==> src/rtl/dmem_ctrl_pkg.sv <==
// Shared definitions for the data-memory controller: access-size encodings,
// the controller state enum, the default memory depth and the request
// legality check used at accept time.
package dmem_ctrl_pkg;

  localparam int unsigned DMEM_WORDS_DEF = 2048;

  localparam logic [1:0] SZ_B   = 2'b00;
  localparam logic [1:0] SZ_H   = 2'b01;
  localparam logic [1:0] SZ_W   = 2'b10;
  localparam logic [1:0] SZ_RSV = 2'b11;

  typedef enum logic [2:0] {
    ST_IDLE,
    ST_LOAD,
    ST_STORE,
    ST_RMW_RD,
    ST_RMW_WR,
    ST_DONE
  } state_e;

  // A request is rejected for a reserved size, a misaligned halfword/word,
  // or a word index beyond the end of the attached memory.
  function automatic logic req_is_bad(input logic [1:0]  size,
                                      input logic [31:0] baddr,
                                      input int unsigned words);
    logic bad;
    bad = 1'b0;
    if (size == SZ_RSV)                           bad = 1'b1;
    if ((size == SZ_H) && baddr[0])               bad = 1'b1;
    if ((size == SZ_W) && (baddr[1:0] != 2'b00))  bad = 1'b1;
    if ({2'b00, baddr[31:2]} >= words)            bad = 1'b1;
    return bad;
  endfunction

endpackage

==> src/rtl/dmem_ctrl_mem_lane.sv <==
// mem_lane: purely combinational byte-lane logic for the data-memory
// controller (little-endian lanes).
//   size_i     : access size (SZ_B / SZ_H / SZ_W)
//   signed_i   : sign-extend narrow loads when 1
//   offset_i   : byte address bits [1:0]
//   ld_word_i  : word read from memory, source of load extraction
//   rmw_word_i : word captured during the read half of a read-modify-write
//   wdata_i    : right-aligned store data
//   ld_data_o  : extracted and extended load result
//   st_word_o  : full word to write (merged for byte/half, wdata_i for word)
module mem_lane
  import dmem_ctrl_pkg::*;
(
  input  logic [1:0]  size_i,
  input  logic        signed_i,
  input  logic [1:0]  offset_i,
  input  logic [31:0] ld_word_i,
  input  logic [31:0] rmw_word_i,
  input  logic [31:0] wdata_i,
  output logic [31:0] ld_data_o,
  output logic [31:0] st_word_o
);

  logic [4:0]  bit_base;
  logic [7:0]  ld_byte;
  logic [15:0] ld_half;

  always_comb begin
    bit_base  = {offset_i, 3'b000};
    ld_byte   = ld_word_i[bit_base +: 8];
    ld_half   = offset_i[1] ? ld_word_i[31:16] : ld_word_i[15:0];

    ld_data_o = ld_word_i;
    case (size_i)
      SZ_B:    ld_data_o = signed_i ? {{24{ld_byte[7]}}, ld_byte} : {24'h0, ld_byte};
      SZ_H:    ld_data_o = signed_i ? {{16{ld_half[15]}}, ld_half} : {16'h0, ld_half};
      default: ld_data_o = ld_word_i;
    endcase

    // Only the addressed lane(s) take new data; the rest keep the read word.
    st_word_o = wdata_i;
    case (size_i)
      SZ_B: begin
        st_word_o = rmw_word_i;
        st_word_o[bit_base +: 8] = wdata_i[7:0];
      end
      SZ_H: begin
        st_word_o = rmw_word_i;
        if (offset_i[1]) st_word_o[31:16] = wdata_i[15:0];
        else             st_word_o[15:0]  = wdata_i[15:0];
      end
      default: st_word_o = wdata_i;
    endcase
  end

endmodule

==> src/rtl/dmem_ctrl.sv <==
// dmem_ctrl: single-outstanding load/store controller between a CPU pipeline
// and a synchronous-write / combinational-read word memory.
//   clk, rst                   : clock, synchronous active-high reset
//   req_valid/req_ready        : request handshake (ready only in IDLE)
//   req_we/size/signed/addr/wdata : request fields, captured on accept
//   resp_valid/resp_err/resp_rdata : one-cycle completion pulse and result
//   CS, DM_W, DM_R, addr, wdata, rdata : memory port (addr is a word index)
// Loads and word stores take one memory cycle; byte/halfword stores do a
// read-modify-write over two cycles. Rejected requests never touch memory.
module dmem_ctrl
  import dmem_ctrl_pkg::*;
#(
  parameter int unsigned DMEM_WORDS = DMEM_WORDS_DEF
) (
  input  logic        clk,
  input  logic        rst,
  input  logic        req_valid,
  output logic        req_ready,
  input  logic        req_we,
  input  logic [1:0]  req_size,
  input  logic        req_signed,
  input  logic [31:0] req_addr,
  input  logic [31:0] req_wdata,
  output logic        resp_valid,
  output logic        resp_err,
  output logic [31:0] resp_rdata,
  output logic        CS,
  output logic        DM_W,
  output logic        DM_R,
  output logic [31:0] addr,
  output logic [31:0] wdata,
  input  logic [31:0] rdata
);

  state_e      state_q, state_d;
  logic        we_q, we_d;
  logic [1:0]  size_q, size_d;
  logic        sgn_q, sgn_d;
  logic [31:0] addr_q, addr_d;
  logic [31:0] wdata_q, wdata_d;
  logic        err_q, err_d;
  logic [31:0] res_q, res_d;
  logic [31:0] rmw_q, rmw_d;

  logic [31:0] ld_data;
  logic [31:0] st_word;

  mem_lane u_lane (
    .size_i     (size_q),
    .signed_i   (sgn_q),
    .offset_i   (addr_q[1:0]),
    .ld_word_i  (rdata),
    .rmw_word_i (rmw_q),
    .wdata_i    (wdata_q),
    .ld_data_o  (ld_data),
    .st_word_o  (st_word)
  );

  always_ff @(posedge clk) begin
    if (rst) begin
      state_q <= ST_IDLE;
      we_q    <= 1'b0;
      size_q  <= 2'b00;
      sgn_q   <= 1'b0;
      addr_q  <= 32'h0;
      wdata_q <= 32'h0;
      err_q   <= 1'b0;
      res_q   <= 32'h0;
      rmw_q   <= 32'h0;
    end else begin
      state_q <= state_d;
      we_q    <= we_d;
      size_q  <= size_d;
      sgn_q   <= sgn_d;
      addr_q  <= addr_d;
      wdata_q <= wdata_d;
      err_q   <= err_d;
      res_q   <= res_d;
      rmw_q   <= rmw_d;
    end
  end

  always_comb begin
    state_d = state_q;
    we_d    = we_q;
    size_d  = size_q;
    sgn_d   = sgn_q;
    addr_d  = addr_q;
    wdata_d = wdata_q;
    err_d   = err_q;
    res_d   = res_q;
    rmw_d   = rmw_q;
    case (state_q)
      ST_IDLE: begin
        if (req_valid) begin
          we_d    = req_we;
          size_d  = req_size;
          sgn_d   = req_signed;
          addr_d  = req_addr;
          wdata_d = req_wdata;
          err_d   = req_is_bad(req_size, req_addr, DMEM_WORDS);
          res_d   = 32'h0;
          if (err_d)              state_d = ST_DONE;
          else if (!req_we)       state_d = ST_LOAD;
          else if (req_size == SZ_W) state_d = ST_STORE;
          else                    state_d = ST_RMW_RD;
        end
      end
      ST_LOAD: begin
        res_d   = ld_data;
        state_d = ST_DONE;
      end
      ST_STORE:  state_d = ST_DONE;
      ST_RMW_RD: begin
        rmw_d   = rdata;
        state_d = ST_RMW_WR;
      end
      ST_RMW_WR: state_d = ST_DONE;
      ST_DONE:   state_d = ST_IDLE;
      default:   state_d = ST_IDLE;
    endcase
  end

  // Every outward strobe is gated by rst so a reset cycle can never write
  // memory or complete a response, even in the middle of an RMW.
  always_comb begin
    req_ready  = !rst && (state_q == ST_IDLE);
    DM_R       = !rst && ((state_q == ST_LOAD) || (state_q == ST_RMW_RD));
    DM_W       = !rst && ((state_q == ST_STORE) || (state_q == ST_RMW_WR));
    CS         = DM_R || DM_W;
    addr       = CS ? {2'b00, addr_q[31:2]} : 32'h0;
    wdata      = DM_W ? st_word : 32'h0;
    resp_valid = !rst && (state_q == ST_DONE);
    resp_err   = resp_valid && err_q;
    resp_rdata = (resp_valid && !we_q && !err_q) ? res_q : 32'h0;
  end

endmodule

==> config.mk <==
export PLATFORM = sky130hd
export DESIGN_NAME = dmem_ctrl
export DESIGN_NICKNAME = d
export VERILOG_FILES = /design/src/rtl/dmem_ctrl_pkg.sv /design/src/rtl/dmem_ctrl_mem_lane.sv /design/src/rtl/dmem_ctrl.sv
export SDC_FILE = /design/constraint.sdc
export NUM_CORES = 1
export LEC_CHECK = 0
export ABC_AREA = 1
export BUFFER_PORTS_ARGS = -buffer_cell sky130_fd_sc_hd__buf_2
export CAP_MARGIN = 20
export CORE_ASPECT_RATIO = 0.5
export CORE_MARGIN = 5
export CORE_UTILIZATION = 55
export CTS_BUF_LIST = sky130_fd_sc_hd__clkbuf_16
export DETAILED_ROUTE_END_ITERATION = 10
export GPL_TIMING_DRIVEN = 1
export HOLD_SLACK_MARGIN = 0.06
export PLACE_DENSITY = 0.83
export SLEW_MARGIN = 20
export SYNTH_ARGS = -nofsm -noshare
export SYNTH_HDL_FRONTEND = slang
export SYNTH_SLANG_ARGS = --single-unit
==> constraint.sdc <==
create_clock -name clk -period 4.3 [get_ports clk]
set_clock_uncertainty 0.15 [all_clocks]
set_input_delay 0.215 -clock clk [delete_from_list [all_inputs] [get_ports clk]]
set_output_delay 0.215 -clock clk [all_outputs]
set_load 0.005 [all_outputs]
# == Word level (Yosys, flattened, before mapping) ==
# Cells that the tools add are included.
# word_totals
register_bits,136
latch_bits,0
ramBits,0
rom_bits,0
in_bits,103
output_inout_bits,102
mem_count,0
# classes
add_sub_neg,1
multipliers,0
n_div,0
magnitude_cmp,1
n_eq_ne,10
shifts,3
mux,24
bitwise,0
n_reduce_logical,22
# ops
cell,n
$pmux 32 s2,3
$mux 32,5
$mux 16,3
$bwmux 32,1
$shift 8x7->32 const A,1
$shiftx 32x6->8,1
$shiftx 8x7->32,1
$ge 30x12->1 const B,1
$mux 30,1
$logic_and 1x1->1,9
$pmux 3 s3,1
$mux 1,7
$neg 5->7,1
$eq 3x2->1 const B,2
$eq 3x3->1 const B,2
$mux 3,2
$eq 2x1->1 const B,2
$eq 2x2->1 const B,2
$reduce_and 2->1,2
$reduce_bool 2->1,2
$eq 3x1->1 const B,1
$logic_not 1->1,3
$logic_not 3->1,1
$logic_or 1x1->1,3
other kinds (4),4

# == Longest topological paths before layout ==
# Gate-level depths: netlist of run 1.
# logic_depth
ltp_word,10
mapped_depth,11
mapped_depth_nobuf,9

# == Hierarchy ==
# A second synthesis of run 1 with hierarchy kept.
# unflattened
cells_unflattened,1222
hier_area_um2,7584.8
# by_module_without_submodules
mod,instances,cells_per_inst,area_per_inst_um2,seq_area_each_um2
dmem_ctrl,1,813,5672.9,2722.6
mem_lane,1,409,1911.8,0.0

# == Least setup slack after synthesis of run 1 ==
# No wires, ideal clock.
# synth_path
kind,reg2out
start,register addr_q[1]
end,output port wdata[10]
t_arrival_ns,1.780
required_time_ns,3.935
setup_slack_ns,2.155
path_stages_with_launch,10
path_buffers,3
cell_sequence,dfxtp_1 > buf_6 > clkinv_4 > clkbuf_1 > ha_1 > clkbuf_1 > nand2_1 > o22ai_1 > nand2_1 > a21oi_1
# synth_between
elab_chain_cells,5
elab_cells_between_ends,7
# synth_rtl
item,line_no,source
start: declaration,dmem_ctrl.sv:39,"logic [31:0] addr_q, addr_d;"
start signal: assignment,dmem_ctrl.sv:75,addr_q <= addr_d;
$neg 5->7,dmem_ctrl_mem_lane.sv:45,st_word_o[bit_base +: 8] = wdata_i[7:0];
$shiftx 8x7->32 / $shift 8x7->32 (equally long branches),dmem_ctrl_mem_lane.sv:45,
$bwmux 32,dmem_ctrl_mem_lane.sv:45,
$pmux 32 s2 *,dmem_ctrl_mem_lane.sv:42,case (size_i)
$mux 32 *,dmem_ctrl.sv:132,wdata = DM_W ? st_word : 32'h0;
end: declaration,dmem_ctrl.sv:31,"output logic [31:0] wdata,"
# Mark *: on every way between the ends. The rest lies on a longest branch, timed or not.

# == Worst setup path in the final report of run 1 ==
# layout_path
start,register addr_q[0]
end,output port wdata[27]
# layout_between
elab_chain_cells,5
elab_cells_between_ends,6
# layout_rtl
item,line_no
$neg 5->7 *,dmem_ctrl_mem_lane.sv:45
$shiftx 8x7->32 / $shift 8x7->32 (equally long branches),dmem_ctrl_mem_lane.sv:45
$bwmux 32 *,dmem_ctrl_mem_lane.sv:45
$pmux 32 s2 *,dmem_ctrl_mem_lane.sv:42
$mux 32 *,dmem_ctrl.sv:132
# Marks and branches as above.

==> flow_summary_export.csv, run 1 <==
group,metric,value,unit
routing,wl_met1,10.77,mm
timing,slew_viol_final,0,
job,maxCapViolCount,0,
floorplan,dieArea,0.01580,sq mm
critical_path,slowest_delay,0.63,ns
critical_path,cp.required,3.93,ns
timing,period_share,0.6984,
final_layout,fin_nets,1466,
clock_tree,cts_buffer_depth,2,
routing,routed_via_density,5.695,
synthesis,ys.flop_type,"dfxtp_1",
critical_path,criticalPathCategory,"reg -> out",
placed_design,gp_congestion,0.9698,
floorplan,num_rows,29,
floorplan,die_h,91.42,um
routing,met3_length,3.362,mm
routing,routed-via-count,8788,
status,status,"complete, no violations",
clock_tree,cts_sinks,136,
routing,wirelength,27.22,mm
critical_path,crit_buf_inv,3,
clock_tree,cts_made_buffers,17,
global_routing,grt_pass1_vias,8136,
global_routing,antenna_found_initial,2,
global_routing,grt_overflow,0,
critical_path,cp_slowest_cell,"dfxtp_1",
final_layout,area_growth,33.82,%
placed_design,portBuffers,202,
timing,max_slew_margin,0.4202,
critical_path,cp_cell_sequence,"inv_1, ha_1, inv_1, nand3_1, o22ai_1, nand2_1, a31oi_1, buf_2",
synthesis,ys.warnings.count,0,
pwr,ir_drop,394.5,uV
routing,wl_per_cell,17.64,um
timing,fin_crit,3.003,ns
final_layout,drive_gt1_frac,0.1962,
synthesis,syn_area_per_cell,6.605,sq um
routing,first_pass_iters,6,
clock_tree,cts_hold_buf,99,
critical_path,critPathLaunchType,"register",
clock_tree,root_buffer,"clkbuf_16",
routing,drtIter0Drc,1000,
critical_path,cp-end-kind,"output pin",
critical_path,path_common_cell,"inv_1",
routing,ant_nets,0,
timing,rsz0062_at_grt,"false",
clock_tree,htree_levels,4,
clock_tree,path_clk_slew,0.06,ns
timing,setup_violations,0,
floorplan,dieWidth,172.8,um
floorplan,ios,205,
placed_design,dpl.hpwl,16.51,mm
pwr,power.density,490.6,mW/mm^2
final_layout,layout_common_cells,"209 x nand2_1, 202 x buf_2, 170 x a21oi_1, 136 x dfxtp_1, 129 x nor2_1",
global_routing,grt_start_max_net_pins,78,
timing,clock.fmax,333.0,MHz
timing,worst_slew_pin_slew,0.8688,ns
clock_tree,cts.repair.resized,0,
synthesis,synth_edf_count,0,
synthesis,ys_seq_area_frac,0.3734,
timing,tns,0,ns
global_routing,track_usage,0.3232,
critical_path,cp_top_family,"buffers and inverters",
synthesis,netlist-cell-type-count,39,
pwr,p_leak,4.103,nW
clock_tree,clk-insertion-delay-late,0.42,ns
final_layout,finalNonFillerCells,1543,
final_layout,fillCellCount,932,
floorplan,coreArea,0.01281,sq mm
critical_path,crit_fanout,15,
floorplan,initial_core_util,0.5693,
global_routing,grt_pass1_wl,42.15,mm
routing,top_layer,"met4",
synthesis,synth_cells,1104,
placed_design,dpl.cell_count,1409,
synthesis,synth_area,0.007292,sq mm
routing,wl_met2,12.13,mm
final_layout,stdcell_area,0.009758,sq mm
pwr,p_total,0.004788,W
synthesis,synthArstFlopShare,0,
worst_hold_path,hold_class,"in -> reg",
routing,remaining_drc_errors,0,
clock_tree,cts_tree,"built",
final_layout,final_common_cell,"nand2_1",
timing,hold_violations,0,
critical_path,arrival,2.64,ns
clock_tree,post_cts_buffers,0,
synthesis,synth-seq-cells,136,
placed_design,dpl_cell_area,0.008167,sq mm
-- cell families after synthesis --
group,share of synthesized area
flops,0.3734
other cells,0.0005143
fa+ha+maj,0.008579
buf+inv,0.1253
compound gates,0.2625
simple gates,0.2298
-- registers in the layout, summed over array words and instances, names as in the netlist --
register	flops
wdata_q	32
we_q	1
sgn_q	1
res_q	32
state_q	3
err_q	1
rmw_q	32
addr_q	32
size_q	2
-- report_power, final --
group          internal [W]  switching, W
sequential          0.00147      0.000147
combinational      0.000525       0.00119
clock              0.000854      0.000595
-- final cells by class --
cell class	instances	area [sq um]	share of cell area
clock buffer	17	425.4	0.04360
clock inverter	15	156.4	0.01603
inverter	134	515.5	0.05283
tap	170	212.7	0.02180
sequential	136	2723	0.2790
multi-input combinational	761	3662	0.3753
antenna	2	5.005	0.0005129
timing repair buffer	308	2058	0.2109
-- worst register-to-register path: cells and delay by family (launching register included) --
| family | cells | cell delay [ns] |
|---|---|---|
| DFF | 1 | 0.40 |
| and+or+nand+nor | 4 | 1.19 |
| buffers and inverters | 2 | 1.08 |
-- per-stage QoR --
stage	hold slack, ns	worst slack [ns]	utilization
after global routing	0.1075	1.060	0.7618
after floorplan	0.1999	2.155	-
after detailed placement	0.2965	1.783	0.6376
final	0.1047	1.297	0.7618
after global placement	0.2895	1.875	0.6376
after CTS	0.07545	1.318	0.7604
-- cells in the mapped netlist (8+ instances only) --
cell type  instances  area, sq um
o22ai_1           19        118.9
clkbuf_1          31        116.4
a31oi_1           18        112.6
buf_6              8        90.09
nand3_1           22        110.1
nor3_1            10        50.05
dfxtp_1          136         2723
o21ai_0          115        575.6
buf_4              8        60.06
nand2_1          210        788.3
nor2_1           129        484.2
o211ai_1           8        60.06
inv_1            122        457.9
buf_2             23        115.1
a21oi_1          170        850.8
-- routing by layer --
metal | track usage | vias to the layer above
met4 | 0.1360 | 0
met1 | 0.4104 | 3960
met3 | 0.09502 | 95
met5 | 0 | -
met2 | 0.5178 | 619
li1 | - | 4114
-- path summary, 6_finish.rpt --
check                           slack [ns]         end         from  depth (start not counted)
worst max register to register        1.43  state_q[1]   state_q[1]                          6
worst min register to register        0.31  addr_q[30]   addr_q[30]                          2
worst min-delay path                  0.10   addr_q[0]  req_addr[0]                          3
worst max-delay path                  1.30   wdata[27]    addr_q[0]                          8
Power figures use the tool's default switching activity.
==> inputs of run 2 (changes only) <==
--- a/config.mk
+++ b/config.mk
@@ -10,12 +10,12 @@
 export CAP_MARGIN = 20
 export CORE_ASPECT_RATIO = 0.5
 export CORE_MARGIN = 5
-export CORE_UTILIZATION = 55
+export CORE_UTILIZATION = 48
 export CTS_BUF_LIST = sky130_fd_sc_hd__clkbuf_16
 export DETAILED_ROUTE_END_ITERATION = 10
 export GPL_TIMING_DRIVEN = 1
 export HOLD_SLACK_MARGIN = 0.06
-export PLACE_DENSITY = 0.83
+export PLACE_DENSITY = 0.76
 export SLEW_MARGIN = 20
 export SYNTH_ARGS = -nofsm -noshare
 export SYNTH_HDL_FRONTEND = slang
==> constraint.sdc (replaced) <==
create_clock -name clk -period 2.4 [get_ports clk]
set_clock_uncertainty 0.15 [all_clocks]
set_input_delay 0.12 -clock clk [delete_from_list [all_inputs] [get_ports clk]]
set_output_delay 0.12 -clock clk [all_outputs]
set_load 0.005 [all_outputs]
==> run 2 against run 1 <==
  * Clock power increased by 82%
  * Die area rose by 13%
  * First-iteration DRC count fell by 17%
  * Sequential cell count stayed put
  * Via count down 1.4%
  * Largest power group unchanged
  * Largest cell class unchanged
  * Sequential share of layout area decreased by 0.85 points
  * Utilization decreased by 7.4 points
  * Combinational power rose by 94%
  * Sequential power is 80% higher
==> flow_summary_export.csv, run 2 (synthesized netlist as in run 1, its figures left out) <==
group,metric,value,unit
status,status,"complete, no violations",
critical_path,crit_fanout,18,
timing,rsz0062_at_grt,"false",
global_routing,antenna_found_initial,1,
placed_design,dpl.hpwl,17.73,mm
timing,hold_violations,0,
clock_tree,path_clk_slew,0.06,ns
clock_tree,cts_tree,"built",
pwr,share_comb_of_total_power,0.375,
global_routing,grt_pass1_vias,8315,
placed_design,gp_congestion,0.9365,
pwr,power.density,880.5,mW/mm^2
critical_path,cp_slowest_cell,"dfxtp_4",
floorplan,coreArea,0.01466,sq mm
final_layout,multiInputGateArea,0.003720,sq mm
pwr,p_leak,4.221,nW
timing,fin_crit,2.342,ns
critical_path,cp_top_family,"buffers and inverters",
timing,slew_viol_final,0,
critical_path,critPathLaunchType,"register",
global_routing,track_usage,0.2922,
final_layout,n_antenna_cell,0,
pwr,switching_share,0.3924,
clock_tree,root_buffer,"clkbuf_16",
clock_tree,clk-insertion-delay-late,0.42,ns
clock_tree,cts_buffer_depth,2,
clock_tree,cts_made_buffers,17,
floorplan,dieWidth,184.3,um
floorplan,ios,205,
critical_path,cp_cell_sequence,"buf_12, ha_2, clkinvlp_4, a21oi_1, o21ai_0, a31oi_1, buf_2",
floorplan,die_h,97.16,um
floorplan,num_rows,31,
timing,worst_slew_pin_slew,0.8757,ns
floorplan,dieArea,0.01791,sq mm
global_routing,grt_start_max_net_pins,112,
timing,max_slew_margin,0.4156,
timing,tns,0,ns
floorplan,initial_core_util,0.4974,
timing,setup_violations,0,
routing,first_pass_iters,5,
final_layout,fin_nets,1487,
routing,routed_via_density,5.459,
global_routing,grt_overflow,0,
final_layout,drive_gt1_frac,0.2101,
critical_path,cp-end-kind,"output pin",
worst_hold_path,hold_class,"in -> reg",
final_layout,area_growth,38.30,%
pwr,seqPwrFrac,0.328,
clock_tree,cts_sinks,136,
pwr,p_int,0.005396,W
final_layout,final-seq-area,0.002728,sq mm
placed_design,portBuffers,202,
final_layout,layout_common_cells,"207 x nand2_1, 202 x buf_2, 170 x a21oi_1, 134 x dfxtp_1, 128 x nor2_1",
clock_tree,htree_levels,4,
critical_path,crit_buf_inv,3,
routing,ant_nets,0,
routing,routed-via-count,8669,
final_layout,final_common_cell,"nand2_1",
critical_path,arrival,2.07,ns
timing,period_share,0.9757,
timing,clock.fmax,427.0,MHz
critical_path,cp.required,2.13,ns
pwr,p_sw,0.003484,W
pwr,clockPowerShare,0.297,
routing,wirelength,26.86,mm
global_routing,grt_pass1_wl,42.62,mm
routing,drtIter0Drc,827,
pwr,ir_drop,558.1,uV
critical_path,slowest_delay,0.40,ns
final_layout,fillCellCount,1212,
job,maxCapViolCount,0,
final_layout,utilization,0.6878,
critical_path,criticalPathCategory,"reg -> out",
routing,remaining_drc_errors,0,
routing,wl_per_cell,16.91,um
-- run 2: changes by cell type in the layout (fill, tap and decap cells not counted), moves of 3 or more --
cell,change
clkinv_1,+3
ha_1,-3
dlygate4sd3_1,+8
buf_4,+8
clkinv_4,-4
inv_1,-5
-- run 2: tightest hold or removal path: cells and delay by family --
| kind | cells | cell delay (ns) |
|---|---|---|
| and+or+nand+nor | 2 | 0.22 |
| buffers and inverters | 2 | 0.18 |
| AOI/OAI and AO/OA | 1 | 0.08 |
-- run 2: worst paths after layout --
path                                  from           to  slack (ns)  depth (start not counted)
worst min-delay path             req_valid         we_q        0.09                          5
worst max-delay path             addr_q[1]    wdata[22]        0.06                          7
worst max register to register  state_q[1]  wdata_q[19]        0.07                          7
worst min register to register  addr_q[16]   addr_q[16]        0.30                          2
-- run 2: timing repair --
item / in CTS / in global routing
cloned: 0 / 2
hold buffers: 107 / 0
hold endpoints to repair: 133 / 0
buffers inserted: 0 / 2
pin swaps: 1 / 2
resized for setup: 12 / 16
setup endpoints to repair: 31 / 29
-- run 2: metrics by stage --
stage                     instances  hold WS [ns]  instance area (sq um)  setup WS (ns)  power [W]
final                          1588       0.08609                  10080        0.05827   0.008880
after global routing           1588        0.1087                  10080       0.003010   0.009382
after CTS                      1584       0.08070                   9978      0.0003864   0.008651
after detailed placement       1447        0.2281                   8289         0.3143   0.005823
after global placement         1447        0.2201                   8289         0.3342   0.005753
after floorplan                1105        0.1049                   7296         0.3502   0.005092
-- run 2: power groups by stage --
stage	logic, W	registers, W	clock network [W]
floorplan	0.00225	0.00284	0
CTS	0.00312	0.00288	0.00265
global placement	0.00284	0.00291	0
finish	0.00333	0.00291	0.00264
global route	0.00368	0.00295	0.00276
detailed placement	0.00290	0.00292	0
-- run 2: final cells by class --
class,count,area share
sequential,136,0.2705
timing repair inverter,1,0.0004963
timing repair buffer,328,0.2256
multi-input combinational,761,0.3689
clock inverter,13,0.01538
clock buffer,17,0.04218
tap,198,0.02457
inverter,134,0.05248
-- run 2: per-layer routing --
metal	vias to the layer above	GRT usage	routed length, um
li1	4155	-	-
met3	73	0.07816	2681
met2	440	0.4753	12200
met4	2	0.09086	719
met5	-	0	11
met1	3999	0.3788	11240
==> inputs of run 3 (changes only) <==
--- a/config.mk
+++ b/config.mk
@@ -19,4 +19,5 @@
 export SLEW_MARGIN = 20
 export SYNTH_ARGS = -nofsm -noshare
 export SYNTH_HDL_FRONTEND = slang
+export SYNTH_HIERARCHICAL = 1
 export SYNTH_SLANG_ARGS = --single-unit
==> run 3 against run 2 <==
  * Synthesized cell count increased by 11%
  * Critical path depth increased by 2
  * Setup slack improved by 0.064 ns
  * Final cell count increased by 8.4%
  * Clock power increased by 8.3%
  * Critical endpoint is now addr[19]
  * Largest power group is now clock
  * Highest routed layer unchanged
==> flow_summary_export.csv, run 3 <==
group,metric,value,unit
status,status,"complete, no violations",
critical_path,path_common_cell,"nand2_1",
job,maxCapViolCount,0,
routing,routed_via_density,5.288,
pwr,share_comb_of_total_power,0.228,
clock_tree,cts_made_buffers,17,
critical_path,cp.required,2.13,ns
timing,hold_violations,0,
clock_tree,root_buffer,"clkbuf_16",
synthesis,synth-simple-area-share,0.3763,
critical_path,cp_cell_sequence,"inv_2, nor2_2, buf_12, inv_1, nand2_1, nand2_1, buf_4, nor2_1, buf_2",
floorplan,coreArea,0.01545,sq mm
routing,routed-via-count,9101,
synthesis,synth_xor_area_frac,0,
final_layout,fin_nets,1611,
global_routing,grt_start_max_net_pins,61,
synthesis,ys.flop_type,"dfxtp_1",
synthesis,netlist-cell-type-count,35,
synthesis,synth_area,0.007585,sq mm
critical_path,timing.rr.end,"we_q",
floorplan,dieArea,0.01857,sq mm
placed_design,dpl.cell_count,1575,
routing,first_pass_iters,6,
timing,clock.fmax,439.1,MHz
critical_path,arrival,2.01,ns
global_routing,track_usage,0.3019,
pwr,switching_share,0.3082,
synthesis,synth_top_family_by_area,"simple AND/OR/NAND/NOR gates",
floorplan,dieWidth,187.8,um
final_layout,utilization,0.6794,
final_layout,finalNonFillerCells,1721,
global_routing,antenna_found_initial,2,
timing,slew_viol_final,0,
floorplan,num_rows,32,
pwr,p_leak,4.738,nW
synthesis,synth_edf_count,0,
synthesis,synth_adder_area_share,0.008248,
clock_tree,htree_levels,4,
synthesis,syn_area_per_cell,6.207,sq um
placed_design,dpl.hpwl,18.75,mm
synthesis,synthMuxAreaShare,0,
global_routing,met2_usage,0.4740,
timing,worst_slew_pin_slew,0.6926,ns
worst_hold_path,worstHoldStart,"rst",
critical_path,crit_buf_inv,5,
critical_path,timing.rr.start,"state_q[2]",
clock_tree,cts_sinks,136,
synthesis,synth_cells,1222,
pwr,p_sw,0.002163,W
final_layout,area_growth,38.44,%
pwr,p_int,0.004854,W
synthesis,yosysMostFrequentCell,"nand2_1",
timing,rsz0062_at_grt,"true",
final_layout,layout_common_cells,"295 x nand2_1, 210 x nor2_1, 202 x buf_2, 132 x inv_1, 131 x dfxtp_1",
placed_design,portBuffers,202,
synthesis,ys.warnings.count,6,
worst_hold_path,whs_endpoint,"size_q[0]",
floorplan,die_h,98.89,um
global_routing,grt_overflow,0,
worst_hold_path,hold_depth,3,
synthesis,synthArstFlopShare,0,
final_layout,drive_gt1_frac,0.2164,
routing,wirelength,28.51,mm
pwr,ir_drop,502.4,uV
pwr,power.density,668.3,mW/mm^2
placed_design,gp_congestion,0.9856,
clock_tree,cts_buffer_depth,2,
pwr,seqPwrFrac,0.364,
global_routing,use_met1,0.3921,
global_routing,grt_pass1_wl,45.73,mm
critical_path,cp_top_family,"buffers and inverters",
clock_tree,path_clk_slew,0.06,ns
synthesis,synth_compound_area_frac,0.1326,
clock_tree,clk-insertion-delay-late,0.42,ns
critical_path,slowest_delay,0.36,ns
routing,ant_nets,0,
synthesis,synth_largest_area_cell,"dfxtp_1",
timing,max_slew_margin,0.5372,
critical_path,crit_fanout,34,
critical_path,critPathLaunchType,"register",
critical_path,cp-end-kind,"output pin",
floorplan,ios,205,
final_layout,stdcell_area,0.01050,sq mm
synthesis,ys_seq_area_frac,0.3590,
synthesis,synth_top_area_share,0.3590,
clock_tree,cts_tree,"built",
global_routing,grt_pass1_vias,8772,
critical_path,r2r_slack,0.27,ns
placed_design,pre_cts_slack,0.2390,ns
global_routing,busiest_layer,"met2",
timing,setup_slack,0.1225,ns
pwr,clockPowerShare,0.408,
critical_path,r2r_cells,9,
routing,drtIter0Drc,940,
synthesis,ys_top_cells_by_area,"dfxtp_1 36%, nand2_1 15%, nor2_1 11%",
timing,period_share,0.9489,
global_routing,grt_use_met3,0.08139,
placed_design,dpl_cell_area,0.008632,sq mm
synthesis,synth.top_cells.by_count,"296 x nand2_1, 214 x nor2_1, 136 x dfxtp_1",
timing,setup_violations,0,
final_layout,final_common_cell,"nand2_1",
routing,wl_per_cell,16.56,um
synthesis,synth-seq-cells,136,
critical_path,criticalPathCategory,"reg -> out",
critical_path,cp_slowest_cell,"dfxtp_1",
timing,whs,0.1481,ns
routing,remaining_drc_errors,0,
floorplan,initial_core_util,0.4908,
worst_hold_path,hold_class,"in -> reg",
timing,fin_crit,2.277,ns
## run 3: changes by cell type after synthesis, moves of 18 or more
cell,before,now
nand3_1,22,107
a21oi_1,170,103
a31oi_1,18,0
nand2_1,210,296
o21ai_0,115,78
nor2_1,129,214
o22ai_1,19,1
## run 3: worst max-delay path by stage
| stage | cells after the start | endpoint | startpoint | slack (ns) |
|---|---|---|---|---|
| 2_1_floorplan | 12 | wdata[16] | addr_q[1] | 0.29 |
| 3_3_place_gp | 11 | wdata[23] | addr_q[1] | 0.31 |
| 3_5_place_dp | 9 | wdata[6] | addr_q[0] | 0.24 |
| 4_1_cts | 11 | wdata[21] | addr_q[1] | 0.006 |
| 5_1_grt | 11 | wdata[19] | addr_q[1] | -0.02 |
| 6_report | 9 | addr[19] | state_q[0] | 0.12 |
## run 3: area by class of cell
| type | count | area, sq um |
|---|---|---|
| Sequential cell | 136 | 2731 |
| Multi-Input combinational cell | 868 | 4025 |
| Tap cell | 204 | 255.2 |
| Clock buffer | 17 | 425.4 |
| Timing Repair inverter | 1 | 7.507 |
| Timing Repair Buffer | 336 | 2295 |
| Fill cell | 1332 | 4955 |
| Antenna cell | 1 | 2.502 |
| Clock inverter | 15 | 210.2 |
| Inverter | 143 | 548.0 |
## run 3: what timing repair did
item                                    4_1_cts  5_1_grt
gates cloned                                  1        0
hold endpoints to repair                    123        0
pin swaps                                     2        3
setup buffers                                 4        5
endpoints found under the setup margin       32       65
hold buffers                                104        0
resized for setup                            10       25
## run 3: logic make-up after synthesis
| kind of cell | after synthesis |
|---|---|
| AOI/OAI and AO/OA | 194 |
| and+or+nand+nor | 667 |
| other | 1 |
| adders and majority gates | 5 |
| buffers and inverters | 219 |
| DFF | 136 |
## run 3: tightest hold or removal path, stage by stage
cell	delay, ns
buf_2	0.16
buf_4	0.25
a21oi_1	0.14
## run 3: routing by layer
layer	up-vias	share of wire	wire length, um
li1	4380	-	-
met1	4127	0.42	12050
met2	481	0.44	12470
met3	111	0.095	2694
met4	2	0.045	1272
met5	-	0.00042	12
## run 3: stage by stage
stage / setup TNS [ns] / power [W]
2_1_floorplan: 0 / 0.003490
3_3_place_gp: 0 / 0.003892
3_5_place_dp: 0 / 0.003913
4_1_cts: 0 / 0.006927
5_1_grt: -0.02264 / 0.007338
6_report: 0 / 0.007017
## run 3: power groups by stage
stage	sequential [W]	combinational, W	clock, W
detailed placement	0.00259	0.00133	0
CTS	0.00254	0.00149	0.00289
global placement	0.00258	0.00131	0
floorplan	0.00254	0.000953	0
global route	0.00257	0.00176	0.00301
finish	0.00255	0.00160	0.00286
